### src/rtl/game_pkg.sv
// Shared types, default constants and helpers for the game-rules engine.
// Coordinates are widened to ABS_W bits before subtraction so |a-b| never wraps.
package game_pkg;

    typedef enum logic {
        PLAY = 1'b0,
        OVER = 1'b1
    } game_state_t;

    typedef logic [3:0] bcd_digit_t;

    // Signed working width for distances; holds COORD_W+1 for COORD_W <= 16.
    localparam int ABS_W = 17;

    localparam int DEF_ATTACK_RANGE  = 48;
    localparam int DEF_CONTACT_RANGE = 32;
    localparam int DEF_INVULN_FRAMES = 120;

    // Absolute difference of two zero-extended coordinates.
    function automatic logic [ABS_W-1:0] abs_diff(
        input logic [ABS_W-1:0] a,
        input logic [ABS_W-1:0] b
    );
        logic [ABS_W-1:0] d;
        d = a - b;
        return d[ABS_W-1] ? ({ABS_W{1'b0}} - d) : d;
    endfunction

endpackage

### src/rtl/bcd_score_counter.sv
// Multi-digit BCD accumulator with a ripple carry between digits.
// Adds a 0..9 increment per enable; wraps modulo 10^DIGITS.
module bcd_score_counter
    import game_pkg::*;
#(
    parameter int DIGITS = 2
) (
    input  logic                clk_i,
    input  logic                rst_i,
    input  logic                clr_i,
    input  logic                en_i,
    input  bcd_digit_t          inc_i,
    output logic [4*DIGITS-1:0] score_o
);

    logic [4*DIGITS-1:0] score_q;
    logic [4*DIGITS-1:0] score_d;
    logic [4:0]          carry;
    logic [4:0]          sum;

    // Ripple the increment through the digits, carrying at most 1 past digit 0.
    always_comb begin
        score_d = '0;
        carry   = {1'b0, inc_i};
        sum     = '0;
        for (int i = 0; i < DIGITS; i++) begin
            sum = {1'b0, score_q[4*i +: 4]} + carry;
            if (sum >= 5'd10) begin
                score_d[4*i +: 4] = 4'(sum - 5'd10);
                carry             = 5'd1;
            end else begin
                score_d[4*i +: 4] = sum[3:0];
                carry             = 5'd0;
            end
        end
    end

    // Score register: clear has priority over accumulate.
    always_ff @(posedge clk_i) begin
        if (rst_i || clr_i) begin
            score_q <= '0;
        end else if (en_i) begin
            score_q <= score_d;
        end
    end

    assign score_o = score_q;

endmodule

### src/rtl/game_state_ctrl.sv
// Per-frame rules engine: attack hits, contact damage, health, BCD score,
// invulnerability window and a restartable PLAY/OVER state machine.
module game_state_ctrl
    import game_pkg::*;
#(
    parameter int NUM_ENEMIES   = 5,
    parameter int COORD_W       = 10,
    parameter int ATTACK_RANGE  = DEF_ATTACK_RANGE,
    parameter int CONTACT_RANGE = DEF_CONTACT_RANGE,
    parameter int MAX_HEALTH    = 3,
    parameter int HEALTH_W      = 2,
    parameter int INVULN_FRAMES = DEF_INVULN_FRAMES,
    parameter int SCORE_DIGITS  = 2
) (
    input  logic                           Clk,
    input  logic                           Reset,
    input  logic                           Frame_tick,
    input  logic                           Player_Attack,
    input  logic                           Restart,
    input  logic [COORD_W-1:0]             Player_X,
    input  logic [COORD_W-1:0]             Player_Y,
    input  logic [NUM_ENEMIES*COORD_W-1:0] Enemy_X,
    input  logic [NUM_ENEMIES*COORD_W-1:0] Enemy_Y,
    input  logic [NUM_ENEMIES-1:0]         Enemy_Alive,
    output logic [NUM_ENEMIES-1:0]         Damage_E,
    output logic [4*SCORE_DIGITS-1:0]      score,
    output logic [HEALTH_W-1:0]            health,
    output logic                           invuln,
    output logic                           game_over
);

    localparam int CNT_W = (INVULN_FRAMES > 0) ? $clog2(INVULN_FRAMES + 1) : 1;

    game_state_t          state_q, state_d;
    logic                 attack_prev_q;
    logic [HEALTH_W-1:0]  health_q, health_d;
    logic [CNT_W-1:0]     cnt_q, cnt_d;
    logic [NUM_ENEMIES-1:0] damage_q;

    logic [NUM_ENEMIES-1:0] in_att;
    logic [NUM_ENEMIES-1:0] in_con;
    logic [NUM_ENEMIES-1:0] hit;
    logic                   tick_play;
    logic                   attack_edge;
    logic                   contact;
    logic                   take_hit;
    logic                   restart_go;
    bcd_digit_t             hit_cnt;
    logic [ABS_W-1:0]       dx, dy;

    assign tick_play   = Frame_tick && (state_q == PLAY);
    assign attack_edge = Player_Attack && !attack_prev_q;
    assign restart_go  = Frame_tick && (state_q == OVER) && Restart;

    // Per-enemy range tests, hit vector, contact and hit count.
    always_comb begin
        in_att  = '0;
        in_con  = '0;
        hit     = '0;
        hit_cnt = '0;
        dx      = '0;
        dy      = '0;
        for (int i = 0; i < NUM_ENEMIES; i++) begin
            dx = abs_diff(ABS_W'(Player_X), ABS_W'(Enemy_X[i*COORD_W +: COORD_W]));
            dy = abs_diff(ABS_W'(Player_Y), ABS_W'(Enemy_Y[i*COORD_W +: COORD_W]));
            in_att[i] = (dx < ABS_W'(ATTACK_RANGE)) && (dy < ABS_W'(ATTACK_RANGE));
            in_con[i] = (dx < ABS_W'(CONTACT_RANGE)) && (dy < ABS_W'(CONTACT_RANGE));
        end
        if (tick_play && attack_edge) begin
            hit = Enemy_Alive & in_att;
        end
        for (int i = 0; i < NUM_ENEMIES; i++) begin
            hit_cnt = hit_cnt + bcd_digit_t'(hit[i]);
        end
    end

    // An enemy struck this frame cannot also deal contact damage.
    assign contact  = |(Enemy_Alive & ~hit & in_con);
    assign take_hit = tick_play && contact && (cnt_q == '0);

    // State register.
    always_ff @(posedge Clk) begin
        if (Reset) begin
            state_q <= PLAY;
        end else begin
            state_q <= state_d;
        end
    end

    // Next-state logic.
    always_comb begin
        state_d = state_q;
        unique case (state_q)
            PLAY: if (take_hit && (health_q == HEALTH_W'(1))) state_d = OVER;
            OVER: if (restart_go) state_d = PLAY;
            default: state_d = PLAY;
        endcase
    end

    // Health and invulnerability next values.
    always_comb begin
        health_d = health_q;
        cnt_d    = cnt_q;
        if (restart_go) begin
            health_d = HEALTH_W'(MAX_HEALTH);
            cnt_d    = CNT_W'(INVULN_FRAMES);
        end else if (take_hit) begin
            health_d = health_q - HEALTH_W'(1);
            cnt_d    = CNT_W'(INVULN_FRAMES);
        end else if (cnt_q != '0) begin
            cnt_d = cnt_q - CNT_W'(1);
        end
    end

    // Frame-gated datapath registers; damage pulse lasts one Clk.
    always_ff @(posedge Clk) begin
        if (Reset) begin
            attack_prev_q <= 1'b0;
            health_q      <= HEALTH_W'(MAX_HEALTH);
            cnt_q         <= '0;
            damage_q      <= '0;
        end else begin
            damage_q <= hit;
            if (Frame_tick) begin
                attack_prev_q <= Player_Attack;
                health_q      <= health_d;
                cnt_q         <= cnt_d;
            end
        end
    end

    bcd_score_counter #(
        .DIGITS (SCORE_DIGITS)
    ) u_score (
        .clk_i   (Clk),
        .rst_i   (Reset),
        .clr_i   (restart_go),
        .en_i    (tick_play),
        .inc_i   (hit_cnt),
        .score_o (score)
    );

    // Output decode.
    always_comb begin
        Damage_E  = damage_q;
        health    = health_q;
        invuln    = (cnt_q != '0);
        game_over = (state_q == OVER);
    end

endmodule
### config.mk
export PLATFORM = sky130hd
export DESIGN_NAME = game_state_ctrl
export DESIGN_NICKNAME = d
export VERILOG_FILES = /design/src/rtl/game_pkg.sv /design/src/rtl/bcd_score_counter.sv /design/src/rtl/game_state_ctrl.sv
export SDC_FILE = /design/constraint.sdc
export NUM_CORES = 1
export LEC_CHECK = 0
export ABC_AREA = 1
export BUFFER_PORTS_ARGS = -buffer_cell sky130_fd_sc_hd__buf_2
export CAP_MARGIN = 20
export CELL_PAD_IN_SITES_DETAIL_PLACEMENT = 0
export CELL_PAD_IN_SITES_GLOBAL_PLACEMENT = 1
export CORE_ASPECT_RATIO = 0.75
export CORE_MARGIN = 2
export CORE_UTILIZATION = 27
export DETAILED_ROUTE_END_ITERATION = 12
export PLACE_DENSITY = 0.73
export SYNTH_ARGS = -nofsm -noshare
export SYNTH_HDL_FRONTEND = slang
export SYNTH_SLANG_ARGS = --single-unit
### constraint.sdc
create_clock -name Clk -period 14.2 [get_ports Clk]
set_clock_uncertainty 0.1 [all_clocks]
set_input_delay 2.84 -clock Clk [delete_from_list [all_inputs] [get_ports Clk]]
set_output_delay 2.84 -clock Clk [all_outputs]
set_load 0.005 [all_outputs]
Yosys cells after proc, flatten, opt, wreduce, memory -nomap -nowiden
Index checks and enable logic that the tools add are counted.

cells by class
  add/subtract/negate cells = 30
  order comparisons = 22
  equal/unequal tests = 1
  muxes and demuxes = 22
  bitwise gates (word level) = 5
  reduce and logical (&&, ||, !) cells = 27

operator list
  operator                                             number
  < comparator 17 x 6 -> 1 bit, second input constant  20
  2-to-1 mux 17 bit                                    10
  subtractor 1 x 11 -> 12 bit, first input constant    10
  subtractor 10 x 10 -> 11 bit                         10
  2-to-1 mux 7 bit                                     3
  logical AND 1 bit                                    18
  bitwise AND 5 bit                                    3
  >= comparator 5 x 4 -> 1 bit, second input constant  2
  2-to-1 mux 4 bit                                     2
  subtractor 4 bit, second input constant              2
  zero test 7 bit                                      1
  nonzero test 7 bit                                   1
  subtractor 7 x 1 -> 7 bit, second input constant     1
  adder 4 x 1 -> 5 bit                                 1
  adder 4 x 4 -> 5 bit                                 1
  2-to-1 mux 5 bit                                     1
  NOT 5 bit                                            1
  OR reduction 5 bit                                   1
  adder 3 x 1 -> 4 bit                                 1
  adder 4 x 1 -> 4 bit                                 1
  2-to-1 mux 2 bit                                     2
  AND reduction 2 bit                                  2
  adder 2 x 1 -> 3 bit                                 1
  2-to-1 mux 1 bit                                     3
  9 further kinds                                      9

word-level totals
  flip-flop bits (word level) = 24
  input bits = 130
  output and inout port bits = 17

Logic depth before layout (Yosys ltp)
Gate-level depths: netlist (run 1).

  depth in word-level cells = 17
  depth in mapped cells = 42
  depth with buffers taken out = 42

Cells and area by module
Synthesis (run 1) repeated with hierarchy kept, for this count alone.

unflattened totals
  cells, all modules = 1613
  area, all modules = 8614.5 sq um

modules (own cells, without submodules)
  module             times used  cells an instance  area each (sq um)  seq. area each (sq um)
  game_state_ctrl    1           1518               7957.6             320.3
  bcd_score_counter  1           95                 656.9              160.2

Worst setup path after synthesis (run 1)
Ideal clock, no wire load.

  kind = input port to flip-flop
  from = input port Player_Y[0]
  to = register u_score.score_q[5], in the netlist u_score.score_o[5]
  library setup time = 0.115 ns
  arrival = 8.433 ns
  required time = 13.985 ns
  path slack = 5.552 ns
  stages = 39
  buffers on the path = 0
  path through = inv_1 > ha_1 > inv_1 > fa_1 > inv_1 > nand2_1 > a21oi_1 > nand3_2 > nor2_2 > nand3_1 > o21ai_0 > nand2_1 > nand3_1 > nor2_1 > inv_1 > nor2_1 > fa_1 > inv_1 > [... 3 more ...] > fa_1 > or2_2 > nand2_1 > ha_1 > o31ai_1 > a21oi_1 > inv_1 > ha_1 > ha_1 > xor2_1 > inv_1 > ha_1 > o31ai_1 > nand2_1 > o21ai_0 > xor2_1 > o21ai_0 > inv_1

between the ends
  longest elaborated chain between the ends = 17

RTL lines
  what                                                                     RTL line                                          text
  start, declared                                                          game_state_ctrl.sv:21                             input logic [COORD_W-1:0] Player_Y,
  subtractor 10 x 10 -> 11 bit *                                           game_pkg.sv:25                                    d = a - b;
  subtractor 1 x 11 -> 12 bit                                              game_pkg.sv:26                                    return d[ABS_W-1] ? ({ABS_W{1'b0}} - d) : d;
  2-to-1 mux 17 bit *                                                      game_pkg.sv:26
  < comparator 17 x 6 -> 1 bit *                                           game_state_ctrl.sv:66                             in_att[i] = (dx < ABS_W'(ATTACK_RANGE)) && (dy < ABS_W'(ATTACK_RANGE));
  logical AND 1 bit *                                                      game_state_ctrl.sv:66
  bitwise AND 5 bit *                                                      game_state_ctrl.sv:70                             hit = Enemy_Alive & in_att;
  2-to-1 mux 5 bit *                                                       game_state_ctrl.sv:69                             if (tick_play && attack_edge) begin
  named net hit[0]                                                         game_state_ctrl.sv:42                             logic [NUM_ENEMIES-1:0] hit;
  [... 2 more ...]                                                         n/a
  adder 3 x 1 -> 4 bit *                                                   game_state_ctrl.sv:73                             hit_cnt = hit_cnt + bcd_digit_t'(hit[i]);
  adder 4 x 1 -> 4 bit *                                                   game_state_ctrl.sv:73
  adder 4 x 4 -> 5 bit *                                                   bcd_score_counter.sv:27                           sum = {1'b0, score_q[4*i +: 4]} + carry;
  >= comparator 5 x 4 -> 1 bit *                                           bcd_score_counter.sv:28                           if (sum >= 5'd10) begin
  2-to-1 mux 1 bit *                                                       bcd_score_counter.sv:28
  adder 4 x 1 -> 5 bit *                                                   bcd_score_counter.sv:27
  subtractor 4 bit / >= comparator 5 x 4 -> 1 bit (equally long branches)  bcd_score_counter.sv:29, bcd_score_counter.sv:28
  2-to-1 mux 4 bit *                                                       bcd_score_counter.sv:28
  end signal, assigned                                                     bcd_score_counter.sv:43                           score_q <= score_d;
  end, declared                                                            bcd_score_counter.sv:16                           logic [4*DIGITS-1:0] score_q;

The timed path passes the listed nets; every way through them passes the cells marked *.
A chain may end at the register's enable or synchronous reset.

Worst setup path in the final report (run 1)
Ends and elaborated chain as after synthesis.

==> flow_metrics.py, run 1 <==
metrics = {
    "clocking": {
        "tritoncts.num_buffers": 3,
        "cts_post_setup_buffers_inserted": 0,
        "clock_tree_from_tritoncts": "done",
        "cts_sink_count": 24,
        "cts_resized": 0,
        "cts_max_level": 1,
        "insertion_delay_ps": 270,
        "cts.clk_slew.worst_paths_ps": 80,
        "clk_path_buf_depth": 2,
        "cts_hold_buf": 0,
        "root_buffer": "sky130_fd_sc_hd__clkbuf_16",
    },
    "logic_synthesis": {
        "commonest_cells_post_synth": "sky130_fd_sc_hd__nand2_1, sky130_fd_sc_hd__inv_1, sky130_fd_sc_hd__nand3_1",
        "synth_most_common_cell": "sky130_fd_sc_hd__nand2_1",
        "synth_top_area_share": 0.246,
        "postSynth.topFlopCell": "sky130_fd_sc_hd__dfxtp_1",
        "netlist_instances": 1671,
        "synth_edf_count": 0,
        "post_synthesis_area_per_instance_um2": 5.37,
        "synthesis.area_um2": 8970,
        "synth-compound-area-share": 0.0957,
        "ys_types": 49,
        "largest_family_of_logic_cells_by_synthesized_area": "simple AND/OR/NAND/NOR gates",
        "syn_nets": 1924,
        "synth_adder_area_share": 0.182,
        "synth_top_cells_by_area": "sky130_fd_sc_hd__nand2_1, sky130_fd_sc_hd__ha_1, sky130_fd_sc_hd__inv_1, sky130_fd_sc_hd__nand3_1, sky130_fd_sc_hd__dfxtp_1",
        "synth.mux.area_fraction": 0,
        "netlist.top_cell.by_area": "sky130_fd_sc_hd__nand2_1",
        "synth_seq_cells": 24,
        "synth-simple-area-share": 0.482,
        "yosysSeqAreaShare": 0.0536,
        "synth_xor_area_frac": 0.0308,
        "async_reset_ff_frac": 0,
        "yosysWarningCount": 0,
    },
    "global_routing": {
        "track_usage": 0.154,
        "grt_remaining_overflow": 0,
        "grt_met3_use": 0.0137,
        "fraction_of_met1_tracks_used_by_global_routing": 0.216,
        "global_route.usage.met2": 0.266,
        "antenna_found_initial": 1,
        "gr-max-usage-layer": "met2",
        "via_count_of_the_first_global_routing_pass": 9451,
        "grt_max_degree": 16,
        "first_pass_grt_wire_length_um": 44500,
    },
    "setup_path": {
        "worst-endpoint-arrival_ps": 9260,
        "timing.critical_path.slowest_cell_delay_ps": 530,
        "reg2reg_from": "game_over",
        "reg2reg_depth": 31,
        "critPathMaxFanout": 5,
        "regToRegEndpoint": "u_score.score_o[5]",
        "timing.critical_path.required_ps": 14270,
        "startpoint_type": "primary input",
        "crit_slowest_cell": "sky130_fd_sc_hd__fa_1",
        "end_kind": "flop",
        "critical-path-top-cell-by-count": "sky130_fd_sc_hd__inv_1",
        "setup.reg_to_reg.worst_slack_ps": 8130,
        "worst-setup-path-type": "in2reg",
    },
    "pwr": {
        "switching_share": 0.524,
        "combPwrFrac": 0.737,
        "finalPower_uw": 660,
        "fraction_of_power_consumed_by_sequential_logic": 0.133,
        "powerDensity_nw_per_um2": 63.8,
        "vdd.ir_drop.worst_uv": 44.6,
        "cell_internal_pwr_uw": 314,
        "clock_power_share": 0.130,
        "p_switching_uw": 346,
        "total_leakage_power_uw": 0.00647,
    },
    "drt": {
        "route.final.wire_length_um": 27000,
        "detail_route.wl_per_cell_um": 12.0,
        "drt-vias-per-instance": 4.44,
        "dr.first_iter.drc_count": 578,
        "route.antenna.remaining_nets": 0,
        "dr.pass1.iters": 5,
        "drc": 0,
        "routed-via-count": 10000,
    },
    "floorplanning": {
        "core_um2": 32500,
        "initial_core_util": 0.276,
        "die-width_um": 214,
        "boundaryPins": 147,
        "num_rows": 57,
        "die_height_um": 162,
        "design.die.area_um2": 34700,
    },
    "status": {
        "outcome": "finished, final reports clean",
    },
    "hold_path": {
        "hold_path_depth": 2,
        "holdPathEnd": "u_score.score_o[4]",
        "min-delay-start": "u_score.score_o[4]",
        "hold_path_class": "reg2reg",
    },
    "sta": {
        "tns_ps": 0,
        "minimum_clock_period_ps": 9190,
        "relSlewSlack": 0.627,
        "hold_violations": 0,
        "final-max-slew-violation-count": 0,
        "timing_worst_slew_pin_value_ps": 560,
        "fin_crit_sh": 0.647,
        "fmaxAchievable_mhz": 109,
        "report.final.setup_viol": 0,
        "rsz0062_at_grt": "no",
    },
    "layout": {
        "non_filler_instance_count_after_layout": 2261,
        "nFillCells": 3716,
        "ff_latch_area_um2": 480,
        "final_layout_size_suffix_gt1_frac": 0.136,
        "area_used_by_multi_input_combinational_logic_um2": 7090,
        "syn_to_final_growth_pct": 15.3,
        "fin_nets": 2072,
    },
    "place": {
        "portBuffers": 146,
        "dpl.hpwl_um": 23500,
        "finalWeightedCongestion": 0.845,
        "placedCellCount": 2256,
    },
    "run": {
        "drv_cap": 0,
    },
}
cells in the final DEF, fill, tap and decap left out, drive strengths merged, types with 3 or more instances in the layout:
cell    Yosys  layout
o21ai      30      30
nand3b     13      13
or2         5       5
nor3       13      13
clkbuf      2       3
o21bai      8       8
nand2     604     604
dfxtp      24      24
nand3     176     176
xor2       22      22
nor2      148     148
o211ai      4       4
buf         1     146
fa         13      13
a21boi      5       5
ha        110     110
xnor2       7       7
a21o        7       7
a21oi      79      79
nand4      22      22
inv       365     365
routing by layer:
layer	routed length [µm]	part of all wire
met1	14100	0.52
met2	12000	0.44
met3	715	0.026
met4	235	0.0087
met5	0	0
area by class of cell:
class | instances | share of cell area
repair buffers | 146 | 0.0707
diodes | 1 | 0.000242
multi-input cells | 1277 | 0.686
well taps | 442 | 0.0535
flip-flops and latches | 24 | 0.0465
inverters | 367 | 0.133
clock inverters | 1 | 0.00290
clock buffers | 3 | 0.00726
registers in the layout (all words and copies together), names as in the netlist:
signal and cells:
cnt_q 7, Damage_E 5, u_score.score_o 8, game_over 1
health 2, attack_prev_q 1
logic make-up (layout without fill, tap and decap cells):
| logic type | count (synthesis) | in the layout |
|---|---|---|
| AND/OR/NAND/NOR | 985 | 985 |
| buffers and inverters | 370 | 517 |
| AO/OA/AOI/OAI | 140 | 140 |
| adder cells (fa/ha/maj) | 123 | 123 |
| XOR/XNOR | 29 | 29 |
| flip-flops | 24 | 24 |
| other | 0 | 1 |
worst max-delay path by stage:
stage / startpoint / to / slack (ps)
2_1_floorplan: Player_Y[0] / u_score.score_o[5] / 5550
3_3_place_gp: Player_Y[0] / u_score.score_o[5] / 4920
3_5_place_dp: Player_Y[0] / u_score.score_o[5] / 4690
4_1_cts: Player_Y[0] / u_score.score_o[5] / 5010
5_1_grt: Player_Y[0] / u_score.score_o[5] / 4320
6_report: Player_Y[0] / u_score.score_o[5] / 5010
power groups by stage:
stage / registers (µW) / clock network [µW] / logic [µW]
floorplan: 87.2 / 0 / 373
global placement: 88.8 / 0 / 483
CTS: 87.7 / 87.1 / 489
finish: 87.7 / 86.1 / 486
global route: 89.4 / 90.0 / 566
detailed placement: 89.2 / 0 / 486
stage by stage:
step           hold WS [ps]  setup slack (ps)  utilization  cell area [µm²]
2_1_floorplan           369              5550            -             8970
3_3_place_gp            386              4920        0.315            10200
3_5_place_dp            388              4690        0.315            10200
4_1_cts                 400              5010        0.318            10300
5_1_grt                 412              4320        0.318            10300
6_report                403              5010        0.318            10300
worst max-delay path: cells and delay by family:
| kind | cells | cell delay (ps) |
|---|---|---|
| compound gates | 7 | 950 |
| fa+ha+maj | 10 | 3040 |
| xor+xnor | 2 | 350 |
| simple gates | 11 | 1140 |
| buf+inv | 10 | 920 |
(Power assumes the default switching activity.)
==> inputs of run 2 (changes only) <==
clock period = 8.5 ns   (was 14.2 ns; I/O delays follow)
==> run 2 against run 1 <==
Effect of this change: wire length is 0.66% higher; setup slack worse by 4400 ps; combinational power is 67% higher; clock power is 60% higher; sequential power is 68% higher; global-route usage hardly changed; sequential cell count stayed put; largest cell class unchanged.
==> flow_metrics.py, run 2 (same netlist as run 1, synthesis figures left out) <==
metrics = {
    "setup_path": {
        "end_kind": "flop",
        "critical-path-top-cell-by-count": "sky130_fd_sc_hd__inv_1",
        "startpoint_type": "primary input",
        "worst-setup-path-type": "in2reg",
        "critical_path.startpoint": "Player_Y[0]",
        "timing.critical_path.required_ps": 8560,
        "reg2reg_from": "game_over",
        "timing.critical_path.slowest_cell_delay_ps": 540,
        "worst-endpoint-arrival_ps": 8000,
        "reg2reg_depth": 31,
        "crit_slowest_cell": "sky130_fd_sc_hd__fa_1",
        "critPathMaxFanout": 5,
    },
    "clocking": {
        "clock_tree_from_tritoncts": "done",
        "insertion_delay_ps": 260,
        "cts_sink_count": 24,
        "cts.clk_slew.worst_paths_ps": 70,
        "clk_path_buf_depth": 2,
        "tritoncts.num_buffers": 3,
        "root_buffer": "sky130_fd_sc_hd__clkbuf_16",
        "cts_max_level": 1,
        "cts_post_setup_buffers_inserted": 0,
    },
    "sta": {
        "fin_crit_sh": 0.934,
        "final-max-slew-violation-count": 0,
        "hold_violations": 0,
        "minimum_clock_period_ps": 7940,
        "tns_ps": 0,
        "report.final.setup_viol": 0,
        "rsz0062_at_grt": "no",
        "relSlewSlack": 0.643,
        "fmaxAchievable_mhz": 126,
        "timing_worst_slew_pin_value_ps": 536,
    },
    "layout": {
        "ff_latch_area_um2": 480,
        "syn_to_final_growth_pct": 15.7,
        "nFillCells": 3745,
        "mostFrequentLayoutCells": "sky130_fd_sc_hd__nand2_1, sky130_fd_sc_hd__inv_1, sky130_fd_sc_hd__nand3_1",
        "largest_reg_flops": 8,
        "area_used_by_multi_input_combinational_logic_um2": 7110,
        "fin_nets": 2072,
        "mostFrequentLayoutCell": "sky130_fd_sc_hd__nand2_1",
        "final_layout_size_suffix_gt1_frac": 0.139,
        "final_util": 0.319,
        "non_filler_instance_count_after_layout": 2263,
    },
    "drt": {
        "detail_route.wl_per_cell_um": 12.0,
        "routed-via-count": 10000,
        "drc": 0,
        "route.antenna.remaining_nets": 0,
        "drt-vias-per-instance": 4.42,
        "dr.pass1.iters": 5,
        "route.final.wire_length_um": 27200,
        "dr.first_iter.drc_count": 619,
    },
    "floorplanning": {
        "boundaryPins": 147,
        "num_rows": 57,
        "core_um2": 32500,
        "design.die.area_um2": 34700,
        "initial_core_util": 0.276,
        "die-width_um": 214,
        "die_height_um": 162,
    },
    "status": {
        "outcome": "finished, final reports clean",
    },
    "place": {
        "dpl.hpwl_um": 23600,
        "finalWeightedCongestion": 0.845,
        "portBuffers": 146,
        "placedCellCount": 2256,
    },
    "global_routing": {
        "antenna_found_initial": 1,
        "grt_met3_use": 0.0148,
        "fraction_of_met1_tracks_used_by_global_routing": 0.214,
        "first_pass_grt_wire_length_um": 44500,
        "grt_remaining_overflow": 0,
        "grt_max_degree": 16,
        "global_route.usage.met2": 0.266,
        "via_count_of_the_first_global_routing_pass": 9385,
        "track_usage": 0.154,
        "gr-max-usage-layer": "met2",
    },
    "hold_path": {
        "min-delay-start": "u_score.score_o[0]",
        "hold_path_depth": 2,
        "hold_path_class": "reg2reg",
    },
    "pwr": {
        "vdd.ir_drop.worst_uv": 77.4,
        "powerDensity_nw_per_um2": 106,
        "total_leakage_power_uw": 0.00647,
    },
    "run": {
        "drv_cap": 0,
    },
}
run 2: changes by cell type in the layout (fill, tap and decap cells not counted), sizes merged:
| cell | previous run | this run |
|---|---|---|
| diode | 1 | 3 |
| inv | 365 | 363 |
| clkinvlp | 0 | 2 |
run 2: layer usage:
metal | vias up | wire length (µm)
met2 | 124 | 12100
met1 | 4376 | 14100
met3 | 15 | 794
met5 | - | 0
li1 | 5498 | -
met4 | 0 | 297
run 2: critical path: cells and delay by family:
kind                     cells  cell delay, ps
buffers and inverters       10             870
AND/OR/NAND/NOR             11            1110
XOR/XNOR                     2             320
adder cells (fa/ha/maj)     10            3080
AO/OA/AOI/OAI                7             900
run 2: cell type report:
class / instances / area share
flip-flops and latches: 24 / 0.0463
repair buffers: 146 / 0.0704
clock inverters: 1 / 0.00289
well taps: 442 / 0.0533
diodes: 3 / 0.000724
clock buffers: 3 / 0.00724
inverters: 367 / 0.134
multi-input cells: 1277 / 0.686
run 2: metrics by stage:
| step | hold WS [ps] | worst slack, ps | total power [µW] | cell area, µm² |
|---|---|---|---|---|
| floorplan | 369 | 992 | 769 | 8970 |
| global placement | 389 | 343 | 955 | 10200 |
| detailed placement | 390 | 131 | 962 | 10200 |
| CTS | 400 | 404 | 1110 | 10300 |
| global route | 425 | 0.589 | 1240 | 10400 |
| finish | 403 | 559 | 1100 | 10400 |
run 2: what timing repair did:
action,CTS,global route
resized for setup,0,5
hold buffers,0,0
endpoints found under the setup margin,0,2
run 2: report_power, final:
part	internal [µW]	switching, µW	total, µW
clock	93.8	44.5	138
combinational	300	514	814
sequential	132	14.9	147
total	526	573	1100
run 2: final timing paths:
path / end / slack, ps
max: u_score.score_o[5] / 560
min: u_score.score_o[0] / 400
max reg2reg: u_score.score_o[5] / 2520
min reg2reg: u_score.score_o[0] / 400
==> inputs of run 3 (changes only) <==
==> constraint.sdc (replaced) <==
create_clock -name Clk -period 8.5 [get_ports Clk]
set_clock_uncertainty 0.1 [all_clocks]
set_input_delay 0.85 -clock Clk [delete_from_list [all_inputs] [get_ports Clk]]
set_output_delay 0.85 -clock Clk [all_outputs]
set_load 0.005 [all_outputs]
==> run 3 against run 2 <==
Effect of this change: total power increased by 0.15%; register-to-register slack got worse by 110 ps; sequential power about the same; first-iteration DRC count decreased by 14%; wire length decreased by 0.82%; non-clock buffer count unchanged; global-route usage decreased by 0.099 points; cell area decreased by 0.28%; fmax increased by 9.7%; sequential cell count unchanged; largest cell class unchanged.
==> flow_metrics.py, run 3 (same netlist as run 1, synthesis figures left out) <==
metrics = {
    "clocking": {
        "tritoncts.num_buffers": 3,
        "cts.clk_slew.worst_paths_ps": 70,
        "insertion_delay_ps": 270,
        "cts_hold_buf": 0,
        "cts_post_setup_buffers_inserted": 0,
        "cts_sink_count": 24,
        "clock_tree_from_tritoncts": "done",
        "cts_resized": 0,
        "clk_path_buf_depth": 2,
        "root_buffer": "sky130_fd_sc_hd__clkbuf_16",
        "cts_max_level": 1,
    },
    "setup_path": {
        "worstPathBufferInverterCount": 10,
        "worst-endpoint-arrival_ps": 7310,
        "timing.critical_path.required_ps": 8570,
        "startpoint_type": "primary input",
        "reg2reg_depth": 31,
        "cp_top_family": "adder cells",
        "crit_slowest_cell": "sky130_fd_sc_hd__fa_1",
        "end_kind": "flop",
        "worst-setup-path-type": "in2reg",
        "worst-path-stages": 40,
        "timing.critical_path.slowest_cell_delay_ps": 530,
        "critPathMaxFanout": 5,
        "critical-path-top-cell-by-count": "sky130_fd_sc_hd__inv_1",
    },
    "drt": {
        "drc": 0,
        "route.antenna.remaining_nets": 0,
        "route.final.wire_length_um": 27000,
        "drt-vias-per-instance": 4.42,
        "dr.first_iter.drc_count": 532,
        "dr.pass1.iters": 5,
        "detail_route.wl_per_cell_um": 11.9,
        "routed-via-count": 9995,
    },
    "sta": {
        "final-max-slew-violation-count": 0,
        "layout_setup_ws_ps": 1260,
        "hold_violations": 0,
        "fmaxAchievable_mhz": 138,
        "fin_crit_sh": 0.852,
        "minimum_clock_period_ps": 7240,
        "rsz0062_at_grt": "no",
        "report.final.setup_viol": 0,
        "tns_ps": 0,
        "timing_worst_slew_pin_value_ps": 550,
        "relSlewSlack": 0.634,
    },
    "floorplanning": {
        "design.die.area_um2": 34700,
        "num_rows": 57,
        "core_um2": 32500,
        "die_height_um": 162,
        "die-width_um": 214,
        "initial_core_util": 0.276,
        "boundaryPins": 147,
    },
    "global_routing": {
        "antenna_found_initial": 1,
        "first_pass_grt_wire_length_um": 44100,
        "grt_max_degree": 16,
        "via_count_of_the_first_global_routing_pass": 9346,
        "grt_remaining_overflow": 0,
        "track_usage": 0.153,
    },
    "hold_path": {
        "hold_path_class": "reg2reg",
        "hold_path_depth": 2,
    },
    "run": {
        "drv_cap": 0,
    },
    "layout": {
        "largest_reg_flops": 8,
        "mostFrequentLayoutCells": "sky130_fd_sc_hd__nand2_1, sky130_fd_sc_hd__inv_1, sky130_fd_sc_hd__nand3_1",
        "mostFrequentLayoutCell": "sky130_fd_sc_hd__nand2_1",
        "syn_to_final_growth_pct": 15.3,
        "ff_latch_area_um2": 480,
        "nFillCells": 3788,
        "final_util": 0.318,
        "area_used_by_multi_input_combinational_logic_um2": 7090,
        "final_layout_size_suffix_gt1_frac": 0.136,
        "fin_nets": 2072,
    },
    "pwr": {
        "vdd.ir_drop.worst_uv": 93.7,
        "total_leakage_power_uw": 0.00647,
        "powerDensity_nw_per_um2": 106,
    },
    "status": {
        "outcome": "finished, final reports clean",
    },
    "place": {
        "portBuffers": 146,
        "place_ws_ps": 1000,
        "finalWeightedCongestion": 0.847,
        "dpl.hpwl_um": 23400,
    },
}
==> run 3: cell types whose count changed in the layout (fill, tap and decap cells not counted), sizes merged <==
cell and delta:
clkinvlp -2, diode -1, inv +2
==> run 3: power breakdown <==
part | leakage [µW] | internal [µW] | switching (µW)
Combinational | 0.00622 | 299 | 511
Sequential | 0.000196 | 132 | 14.7
Clock | 0.0000511 | 94.0 | 49.8
Total | 0.00647 | 525 | 576
==> run 3: final timing paths <==
path | end | slack (ps) | from
max | u_score.score_o[5] | 1260 | Player_Y[0]
min | u_score.score_o[4] | 400 | u_score.score_o[4]
max reg2reg | u_score.score_o[5] | 2410 | game_over
min reg2reg | u_score.score_o[4] | 400 | u_score.score_o[4]
==> run 3: metal layers <==
layer  vias up  part of all wire  wire length, µm  GRT usage
met1      4349              0.51            13800      0.212
met4         0             0.011              288     0.0183
met3        17             0.037              998     0.0139
met5         -                 0                0          0
met2       143              0.44            11900      0.266
li1       5486                 -                -          -
==> run 3: final cells by class <==
cell class,count,area share
Clock inverter,1,0.00290
Inverter,367,0.133
Clock buffer,3,0.00726
Sequential cell,24,0.0464
Timing Repair Buffer,146,0.0706
Tap cell,442,0.0535
Multi-Input combinational cell,1277,0.686
Antenna cell,2,0.000484
==> run 3: stage by stage <==
stage / hold WS [ps] / total power [µW] / std cells / area (µm²)
finish: 399 / 1100 / 2262 / 10300
global placement: 387 / 956 / 2256 / 10200
floorplan: 369 / 769 / 1671 / 8970
CTS: 401 / 1110 / 2260 / 10300
global route: 419 / 1240 / 2260 / 10300
detailed placement: 390 / 963 / 2256 / 10200
==> run 3: worst register-to-register path, delay by kind of cell, from the launching register on <==
family / cells / cell delay (ps)
AOI/OAI and AO/OA: 5 / 610
xor gates and xnor gates: 2 / 340
adders and majority gates: 8 / 2350
buffers and inverters: 8 / 920
DFF: 1 / 360
and+or+nand+nor: 8 / 1330
